===== config.mk =====
export PLATFORM = sky130hd
export DESIGN_NAME = sbox_server
export DESIGN_NICKNAME = d
export VERILOG_FILES = /design/src/rtl/sbox_server_pkg.sv /design/src/rtl/sbox_server_gf_core.sv /design/src/rtl/sbox_server.sv
export SDC_FILE = /design/constraint.sdc
export NUM_CORES = 2
export LEC_CHECK = 0
export BUFFER_PORTS_ARGS = -buffer_cell sky130_fd_sc_hd__buf_4
export CORE_AREA = 2 2 502 404
export CTS_CLUSTER_DIAMETER = 60
export DETAILED_ROUTE_END_ITERATION = 16
export DIE_AREA = 0 0 504 406
export PLACE_DENSITY = 0.68
export SLEW_MARGIN = 30
export SYNTH_ARGS = -nofsm -noshare
export SYNTH_HDL_FRONTEND = slang
export SYNTH_SLANG_ARGS = --single-unit
export TNS_END_PERCENT = 50

===== constraint.sdc =====
create_clock -name clk -period 46.9 [get_ports clk]
set_clock_uncertainty 0.1 [all_clocks]
set_input_delay 2.345 -clock clk [delete_from_list [all_inputs] [get_ports clk]]
set_output_delay 2.345 -clock clk [all_outputs]
set_load 0.1 [all_outputs]

===== src/rtl/sbox_server_pkg.sv =====
// Shared constants, FSM encoding and GF(2^8) helpers for the SBOX lookup responder.
// All arithmetic is modulo x^8+x^4+x^3+x+1.
package sbox_server_pkg;

    localparam logic [7:0] AES_POLY     = 8'h1B;
    localparam logic [7:0] AFFINE_C     = 8'h63;
    localparam logic [7:0] INV_AFFINE_C = 8'h05;

    localparam logic [0:0] ST_INIT  = 1'b0;
    localparam logic [0:0] ST_READY = 1'b1;

    function automatic logic [7:0] gf_mul(input logic [7:0] a, input logic [7:0] b);
        logic [7:0] p;
        logic [7:0] x;
        p = 8'h00;
        x = a;
        for (int i = 0; i < 8; i++) begin
            if (b[i]) begin
                p = p ^ x;
            end else begin
                p = p;
            end
            if (x[7]) begin
                x = {x[6:0], 1'b0} ^ AES_POLY;
            end else begin
                x = {x[6:0], 1'b0};
            end
        end
        return p;
    endfunction

    // a^254 is the multiplicative inverse, and maps 0 to 0 for free.
    function automatic logic [7:0] gf_inv(input logic [7:0] a);
        logic [7:0] sq;
        logic [7:0] r;
        sq = a;
        r  = 8'h01;
        for (int i = 1; i < 8; i++) begin
            sq = gf_mul(sq, sq);
            r  = gf_mul(r, sq);
        end
        return r;
    endfunction

    function automatic logic [7:0] affine_fwd(input logic [7:0] a);
        return a ^ {a[6:0], a[7]} ^ {a[5:0], a[7:6]} ^ {a[4:0], a[7:5]} ^ {a[3:0], a[7:4]} ^ AFFINE_C;
    endfunction

    function automatic logic [7:0] affine_inv(input logic [7:0] b);
        return {b[6:0], b[7]} ^ {b[4:0], b[7:5]} ^ {b[1:0], b[7:2]} ^ INV_AFFINE_C;
    endfunction

endpackage


===== src/rtl/sbox_server_gf_core.sv =====
// Combinational S-box datapath: forward is GF inverse then affine,
// inverse mode is inverse affine then GF inverse.
module sbox_gf_core
    import sbox_server_pkg::*;
(
    input  logic [7:0] a,
    input  logic       inv_mode,
    output logic [7:0] y
);

    // Select substitution direction.
    always_comb begin
        y = 8'h00;
        if (inv_mode) begin
            y = gf_inv(affine_inv(a));
        end else begin
            y = affine_fwd(gf_inv(a));
        end
    end

endmodule


===== src/rtl/sbox_server.sv =====
// SBOX lookup responder: one request per cycle, result registered one cycle later.
// The inverse table is filled from the forward datapath after reset when INIT_ON_RESET=1.
module sbox_server
    import sbox_server_pkg::*;
#(
    parameter bit INIT_ON_RESET = 1'b1,
    parameter bit ERR_ENABLE    = 1'b1
) (
    input  logic       clk,
    input  logic       rst_n,
    input  logic [7:0] sbox_in,
    input  logic       sbox_en_de_in,
    input  logic       ce,
    input  logic       re,
    output logic [7:0] sbox_out,
    output logic       init_done,
    output logic       req_err
);

    logic [0:0] r_state;
    logic [7:0] r_cnt;
    logic [7:0] r_out;
    logic       r_init_done;
    logic       r_req_err;

    logic       w_req;
    logic       w_ready;
    logic       w_lookup_inv;
    logic [7:0] w_core_y;
    logic [7:0] w_inv_y;
    logic [7:0] w_result;

    assign w_req   = ce & re;
    assign w_ready = (r_state == ST_READY);

    sbox_gf_core u_lookup_core (
        .a        (sbox_in),
        .inv_mode (w_lookup_inv),
        .y        (w_core_y)
    );

    generate
        if (INIT_ON_RESET) begin : g_table
            logic [7:0] r_inv_tab [256];
            logic [7:0] w_fwd_cnt;

            assign w_lookup_inv = 1'b0;

            sbox_gf_core u_init_core (
                .a        (r_cnt),
                .inv_mode (1'b0),
                .y        (w_fwd_cnt)
            );

            // Table fill: entry fwd(cnt) holds cnt; contents are don't-care until READY.
            always_ff @(posedge clk) begin
                if (r_state == ST_INIT) begin
                    r_inv_tab[w_fwd_cnt] <= r_cnt;
                end
            end

            assign w_inv_y = r_inv_tab[sbox_in];
        end else begin : g_comb
            assign w_lookup_inv = ~sbox_en_de_in;
            assign w_inv_y      = w_core_y;
        end
    endgenerate

    assign w_result = sbox_en_de_in ? w_core_y : w_inv_y;

    // Init sequencer: 256 fill cycles, then READY until the next reset.
    always_ff @(posedge clk or negedge rst_n) begin
        if (!rst_n) begin
            r_state     <= INIT_ON_RESET ? ST_INIT : ST_READY;
            r_cnt       <= 8'h00;
            r_init_done <= 1'b0;
        end else begin
            case (r_state)
                ST_INIT: begin
                    r_cnt <= r_cnt + 8'h01;
                    if (r_cnt == 8'hFF) begin
                        r_state     <= ST_READY;
                        r_init_done <= 1'b1;
                    end
                end
                ST_READY: begin
                    r_init_done <= 1'b1;
                end
                default: begin
                    r_state     <= ST_INIT;
                    r_cnt       <= 8'h00;
                    r_init_done <= 1'b0;
                end
            endcase
        end
    end

    // Output and error registers; sbox_out holds when no request is made.
    always_ff @(posedge clk or negedge rst_n) begin
        if (!rst_n) begin
            r_out     <= 8'h00;
            r_req_err <= 1'b0;
        end else begin
            r_req_err <= 1'b0;
            if (w_req) begin
                if (w_ready) begin
                    r_out <= w_result;
                end else begin
                    r_out     <= 8'h00;
                    r_req_err <= ERR_ENABLE;
                end
            end
        end
    end

    assign sbox_out  = r_out;
    assign init_done = r_init_done;
    assign req_err   = r_req_err;

endmodule


==> Word level (Yosys, flattened, before mapping) <==
Memories as Yosys holds them, arrays and structs flattened.
Index checks and enable logic that the tools add are counted.
{ "word_totals": {"output_inout_bits": 10, "input_bits": 13, "reg_bits": 19, "elab_cells": 813, "ram_bits": 2048, "memories": 1} }
{ "classes": {"bitwise": 390, "addsub": 1, "n_eq_ne": 2, "mux": 414} }
{ "memory_table": {"columns": ["name", "depth", "word_bits", "rd", "rd_ports_with_merged_regs", "write_ports", "line_no", "rtl"], "rows": [
  ["g_table.r_inv_tab", 256, 8, 1, 0, 1, "sbox_server.sv:44", "logic [7:0] r_inv_tab [256];"]
]} }
{ "op_table": {"columns": ["cell", "count"], "rows": [
  ["2-to-1 mux 8 bit", 212],
  ["bitwise XOR 8 bit", 190],
  ["2-to-1 mux 5 bit", 184],
  ["inverter 4 bit", 184],
  ["2-to-1 mux 7 bit", 2],
  ["inverter 1 bit (first input constant)", 14],
  ["2-to-1 mux 6 bit", 2],
  ["adder 8 x 1 -> 8 bit (second input constant)", 1],
  ["equality test 8 bit (second input constant)", 1],
  ["2-to-1 mux 4 bit", 2],
  ["2-to-1 mux 1 bit", 7],
  ["2-to-1 mux 3 bit", 2],
  ["2-to-1 mux 2 bit", 2],
  ["inequality test 2 x 1 -> 1 bit (second input constant)", 1],
  ["case mux 1 bit (2 select lines)", 1],
  ["AND 1 bit", 1],
  ["inverter 1 bit", 1]
]} }

==> Logic depth before layout (Yosys ltp) <==
{ "logic_depth": {"word_depth": 134, "mapped_depth": 65, "depth_no_buf": 53} }

==> By module <==
Synthesis repeated with hierarchy kept, for this count alone.
{ "hier_totals": {"hier_cells": 11556, "area_unflattened_um2": 140194.5} }
{ "by_module_without_submodules": {"columns": ["module", "seq_area_each_um2", "instances", "cells_per_inst", "area_per_inst_um2"], "rows": [
  ["sbox_server", 61974.4, 1, 3648, 79914.1],
  ["sbox_gf_core", 0.0, 2, 3954, 30140.2]
]} }

==> Worst setup path before layout <==
Ideal clock, no wire load.
{ "synth_timing": {"kind": "register to register", "start": "reg r_cnt[0]", "end": "mem g_table.r_inv_tab[219][0] (enable)", "setup_slack_ns": 27.361, "path_buffers": 6, "stages_incl_launch_ff": 59, "period_less_slack_ns": 19.539, "setup_ns": 0.370, "required_ns": 46.430, "arrival_ns": 19.068, "cell_sequence": "dfrtp_1 ha_1 xor2_1 mux2i_1 xnor2_1 inv_2 ha_1 buf_6 nand2_1 xnor2_1 or2_2 and2_1 clkbuf_1 inv_1 clkbuf_1 ha_1 nand2_1 xor2_1 (+23 left out) xnor3_2 xnor2_1 mux2_2 o22ai_1 xnor2_1 xnor3_2 xnor2_4 xnor3_2 mux2i_1 xor2_1 o21ai_1 xnor3_2 xor3_2 xnor3_1 mux2i_2 nand2_2 buf_6 nor2_1"} }
{ "synth_via": {"elab_chain_len": 128, "elab_cells_between_ends": 383, "classes_between": "200 x mux; 183 x bitwise"} }
{ "synth_lines": {"columns": ["element", "line_no", "rtl"], "rows": [
  ["start, declared", "sbox_server.sv:21", "logic [7:0] r_cnt;"],
  ["start signal, assigned", "sbox_server.sv:80", "r_cnt <= r_cnt + 8'h01;"],
  ["2-to-1 mux 8 bit", "sbox_server_pkg.sv:18", "if (b[i]) begin"],
  ["bitwise XOR 8 bit", "sbox_server_pkg.sv:19", "p = p ^ x;"],
  ["2-to-1 mux 8 bit", "sbox_server_pkg.sv:18", null],
  ["bitwise XOR 8 bit", "sbox_server_pkg.sv:19", null],
  ["2-to-1 mux 8 bit", "sbox_server_pkg.sv:18", null],
  ["bitwise XOR 8 bit", "sbox_server_pkg.sv:19", null],
  ["2-to-1 mux 8 bit", "sbox_server_pkg.sv:18", null],
  ["bitwise XOR 8 bit", "sbox_server_pkg.sv:19", null],
  ["(+110 left out)", null, null],
  ["2-to-1 mux 8 bit", "sbox_server_pkg.sv:18", null],
  ["bitwise XOR 8 bit", "sbox_server_pkg.sv:19", null],
  ["2-to-1 mux 8 bit", "sbox_server_pkg.sv:18", null],
  ["bitwise XOR 8 bit", "sbox_server_pkg.sv:19", null],
  ["2-to-1 mux 8 bit *", "sbox_server_pkg.sv:18", null],
  ["bitwise XOR 8 bit (3 in series)", "sbox_server_pkg.sv:46", "return a ^ {a[6:0], a[7]} ^ {a[5:0], a[7:6]} ^ {a[4:0], a[7:5]} ^ {a[3:0], a[7:4]} ^ AFFINE_C;"],
  ["bitwise XOR 8 bit *", "sbox_server_pkg.sv:46", null],
  ["inverter 4 bit (no line)", null, null],
  ["end, declared", "sbox_server.sv:44", null]
]} }
Every way passes the cells marked *; elsewhere a longest branch is shown, timed or not.

==> Worst setup path in the final report <==
{ "layout_timing": {"start": "reg r_cnt[6]", "end": "mem g_table.r_inv_tab[136][4] (enable)"} }
{ "layout_via": {"elab_chain_len": 127, "elab_cells_between_ends": 387, "classes_between": "202 x mux; 185 x bitwise"} }
{ "layout_lines": {"columns": ["element", "line_no"], "rows": [
  ["bitwise XOR 8 bit / 2-to-1 mux 8 bit (equally long branches)", "sbox_server_pkg.sv:19, sbox_server_pkg.sv:18"],
  ["2-to-1 mux 8 bit / bitwise XOR 8 bit (equally long branches)", "sbox_server_pkg.sv:18, sbox_server_pkg.sv:19"],
  ["bitwise XOR 8 bit / 2-to-1 mux 8 bit (equally long branches)", "sbox_server_pkg.sv:19, sbox_server_pkg.sv:18"],
  ["2-to-1 mux 8 bit / bitwise XOR 8 bit (equally long branches)", "sbox_server_pkg.sv:18, sbox_server_pkg.sv:19"],
  ["bitwise XOR 8 bit / 2-to-1 mux 8 bit (equally long branches)", "sbox_server_pkg.sv:19, sbox_server_pkg.sv:18"],
  ["2-to-1 mux 8 bit / bitwise XOR 8 bit (equally long branches)", "sbox_server_pkg.sv:18, sbox_server_pkg.sv:19"],
  ["bitwise XOR 8 bit / 2-to-1 mux 8 bit (equally long branches)", "sbox_server_pkg.sv:19, sbox_server_pkg.sv:18"],
  ["2-to-1 mux 8 bit / bitwise XOR 8 bit (equally long branches)", "sbox_server_pkg.sv:18, sbox_server_pkg.sv:19"],
  ["(+109 left out)", null],
  ["2-to-1 mux 8 bit", "sbox_server_pkg.sv:18"],
  ["bitwise XOR 8 bit", "sbox_server_pkg.sv:19"],
  ["2-to-1 mux 8 bit", "sbox_server_pkg.sv:18"],
  ["bitwise XOR 8 bit", "sbox_server_pkg.sv:19"],
  ["2-to-1 mux 8 bit *", "sbox_server_pkg.sv:18"],
  ["bitwise XOR 8 bit (3 in series)", "sbox_server_pkg.sv:46"],
  ["bitwise XOR 8 bit *", "sbox_server_pkg.sv:46"],
  ["inverter 4 bit (no line)", null]
]} }
Marks and branches as above.

==> results.sh <==
export IMPL_grt_first_pass_wirelength_mm=430
export IMPL_cts_htree_levels=4
export IMPL_fillers=14875
export IMPL_hold_class="flip-flop to flip-flop"
export IMPL_tightest_slew_ns=1.05
export IMPL_arrival_ns=20.92
export IMPL_met3WireLength_mm=32.0
export IMPL_numCtsBuffers=194
export IMPL_synthCells=7427
export IMPL_synth_edf_count=2048
export IMPL_port_buffer_count=22
export IMPL_fin_tns_setup_ns=0
export IMPL_syn_area_per_cell_um2=14.7
export IMPL_cts_resized=0
export IMPL_fp_dieH_um=406
export IMPL_synthArstFlopShare=0.00919
export IMPL_clk_path_buf_depth=3
export IMPL_start_util=0.548
export IMPL_antenna_left=0
export IMPL_cp_common_cell="xor2_1"
export IMPL_synth_distinct_cells=114
export IMPL_crit_buf_inv=5
export IMPL_dieWidth_um=504
export IMPL_regToRegSetupSlack_ns=26.33
export IMPL_hold_buffers=0
export IMPL_cts_post_setup_buffers_inserted=0
export IMPL_finalWirelength_mm=288
export IMPL_grt_setup_unrepaired="no"
export IMPL_wl_per_cell_um=28.1
export IMPL_overflow=0
export IMPL_die_area_um2=205000
export IMPL_synth_nets=7456
export IMPL_hold_viol=0
export IMPL_fmax_mhz=48.6
export IMPL_final_min_clock_period_ns=20.57
export IMPL_period_share=0.439
export IMPL_hpwl_mm=179
export IMPL_grt_use_total=0.280
export IMPL_clock_sinks=2067
export IMPL_insertion_delay_ns=0.83
export IMPL_antenna_found_initial=5
export IMPL_cts_root_buf="clkbuf_16"
export IMPL_path_delay_family="XOR/XNOR gates"
export IMPL_path_max_fanout=153
export IMPL_synth_top_area_share=0.562
export IMPL_syn2layout_area_growth_pct=9.13
export IMPL_worst_setup_path_end_kind="flip-flop"
export IMPL_ys_flop_type="edfxtp_1"
export IMPL_dp_cells=9868
export IMPL_drv_slew=0
export IMPL_drc_errors=0
export IMPL_via_count=66362
export IMPL_max_cap_viol_count=0
export IMPL_crit_slowest_cell="dfrtp_4"
export IMPL_cp_start_kind="flip-flop"
export IMPL_first_iter_violations=9039
export IMPL_rows=147
export IMPL_coreArea_um2=200000
export IMPL_wl_met2_mm=127
export IMPL_ys_seq_elements=2067
export IMPL_setup_violations_final=0
export IMPL_path_class="flip-flop to flip-flop"
export IMPL_grt_pass1_vias=63209
export IMPL_dr_max_layer_used="met5"
export IMPL_grt_max_degree=182
export IMPL_netlist_area_um2=109000
export IMPL_vias_per_cell=6.49
export IMPL_path_clk_slew_ns=0.06
export IMPL_max_stage_delay_ns=0.87
export IMPL_wl_met1_mm=123
export IMPL_final_instance_count_excl_fill=10230
export IMPL_status="complete, no violations"
export IMPL_hold_slack_ns=0.383
export IMPL_synth_warnings=0
export IMPL_ioPinCount=23
export IMPL_synthTopCellsByArea="edfxtp_1, mux4_2, xnor2_1"
export IMPL_nets=7415
export IMPL_required_ns=47.25
export IMPL_routabilityCongestion=0.894
export IMPL_firstDrtPassIters=6
export IMPL_cts_tree="built"
export IMPL_ys_seq_area_frac=0.566
export IMPL_synth_largest_area_cell="edfxtp_1"
export IMPL_drive_above_1_share=0.189
export IMPL_slew_headroom=0.299
[area by class of cell]
class,count,area [um^2],area share
flip-flops and latches,2067,62000,0.519
diodes,2,5.00,0.0000419
repair buffers,230,1950,0.0164
multi-input cells,4843,45500,0.381
inverters,50,195,0.00163
clock inverters,128,1270,0.0107
clock buffers,228,5110,0.0428
well taps,2682,3360,0.0281
[synthesized netlist by cell type, types with 47 or more instances]
cell type and n:
nor2_1 811, edfxtp_1 2048, a22oi_1 55, nor2_2 47, mux2i_1 189, xnor3_1 174, a211oi_1 47, a21oi_1 222
nor3_1 97, nand2b_1 48, buf_1 90, xor2_1 231, nand2_1 424, xnor2_1 759, a221oi_1 54, buf_2 70
mux4_2 588, o21ai_0 202, clkbuf_1 258, o22ai_1 62, nand3_1 108
[kinds of logic after synthesis]
family          Yosys count  share of synthesized area
xor+xnor               1275                      0.137
compound gates          975                     0.0601
buf+inv                 517                     0.0213
flops                  2067                      0.566
mux                     811                      0.142
simple gates           1766                     0.0716
fa+ha+maj                16                    0.00183
[final timing paths]
path | start | endpoint | cells after the start
worst max register to register | r_cnt[6] | g_table.r_inv_tab[136][4] | 52
max in group asynchronous | rst_n | sbox_out[2] | 1
min in group asynchronous | rst_n | r_cnt[3] | 1
worst min register to register | init_done | init_done | 1
worst max-delay path | r_cnt[6] | g_table.r_inv_tab[136][4] | 52
worst min-delay path | init_done | init_done | 1
[registers in the layout, indices dropped and copies added (netlist names)]
name and count:
sbox_out 8, g_table.r_inv_tab 2048, r_cnt 8, req_err 1, init_done 1, r_state 1
[layer usage]
layer  vias up  GRT usage
met5         -          0
met4         2     0.0585
met3       362     0.0530
met2      3947      0.409
met1     33666      0.440
li1      28385          -
[layout by cell type, fill, tap and decap left out, types with 200 or more instances in the layout]
cell type	Yosys	final
a21oi_1	222	222
nand2_1	424	423
o21ai_0	202	202
xor2_1	231	221
clkbuf_16	0	200
buf_4	19	207
edfxtp_1	2048	2048
nor2_1	811	809
mux4_2	588	588
xnor2_1	759	727
[through the flow]
| stage | cell area (um^2) | utilization | setup slack [ns] |
|---|---|---|---|
| after floorplan | 109000 | - | 27.36 |
| final | 119000 | 0.598 | 26.33 |
| after detailed placement | 113000 | 0.565 | 26.53 |
| after global routing | 119000 | 0.598 | 24.95 |
| after CTS | 119000 | 0.597 | 26.46 |
| after global placement | 113000 | 0.564 | 26.75 |
Power is not shown: default switching activity piles up to over one toggle a cycle in this logic, so the estimate is an artifact.
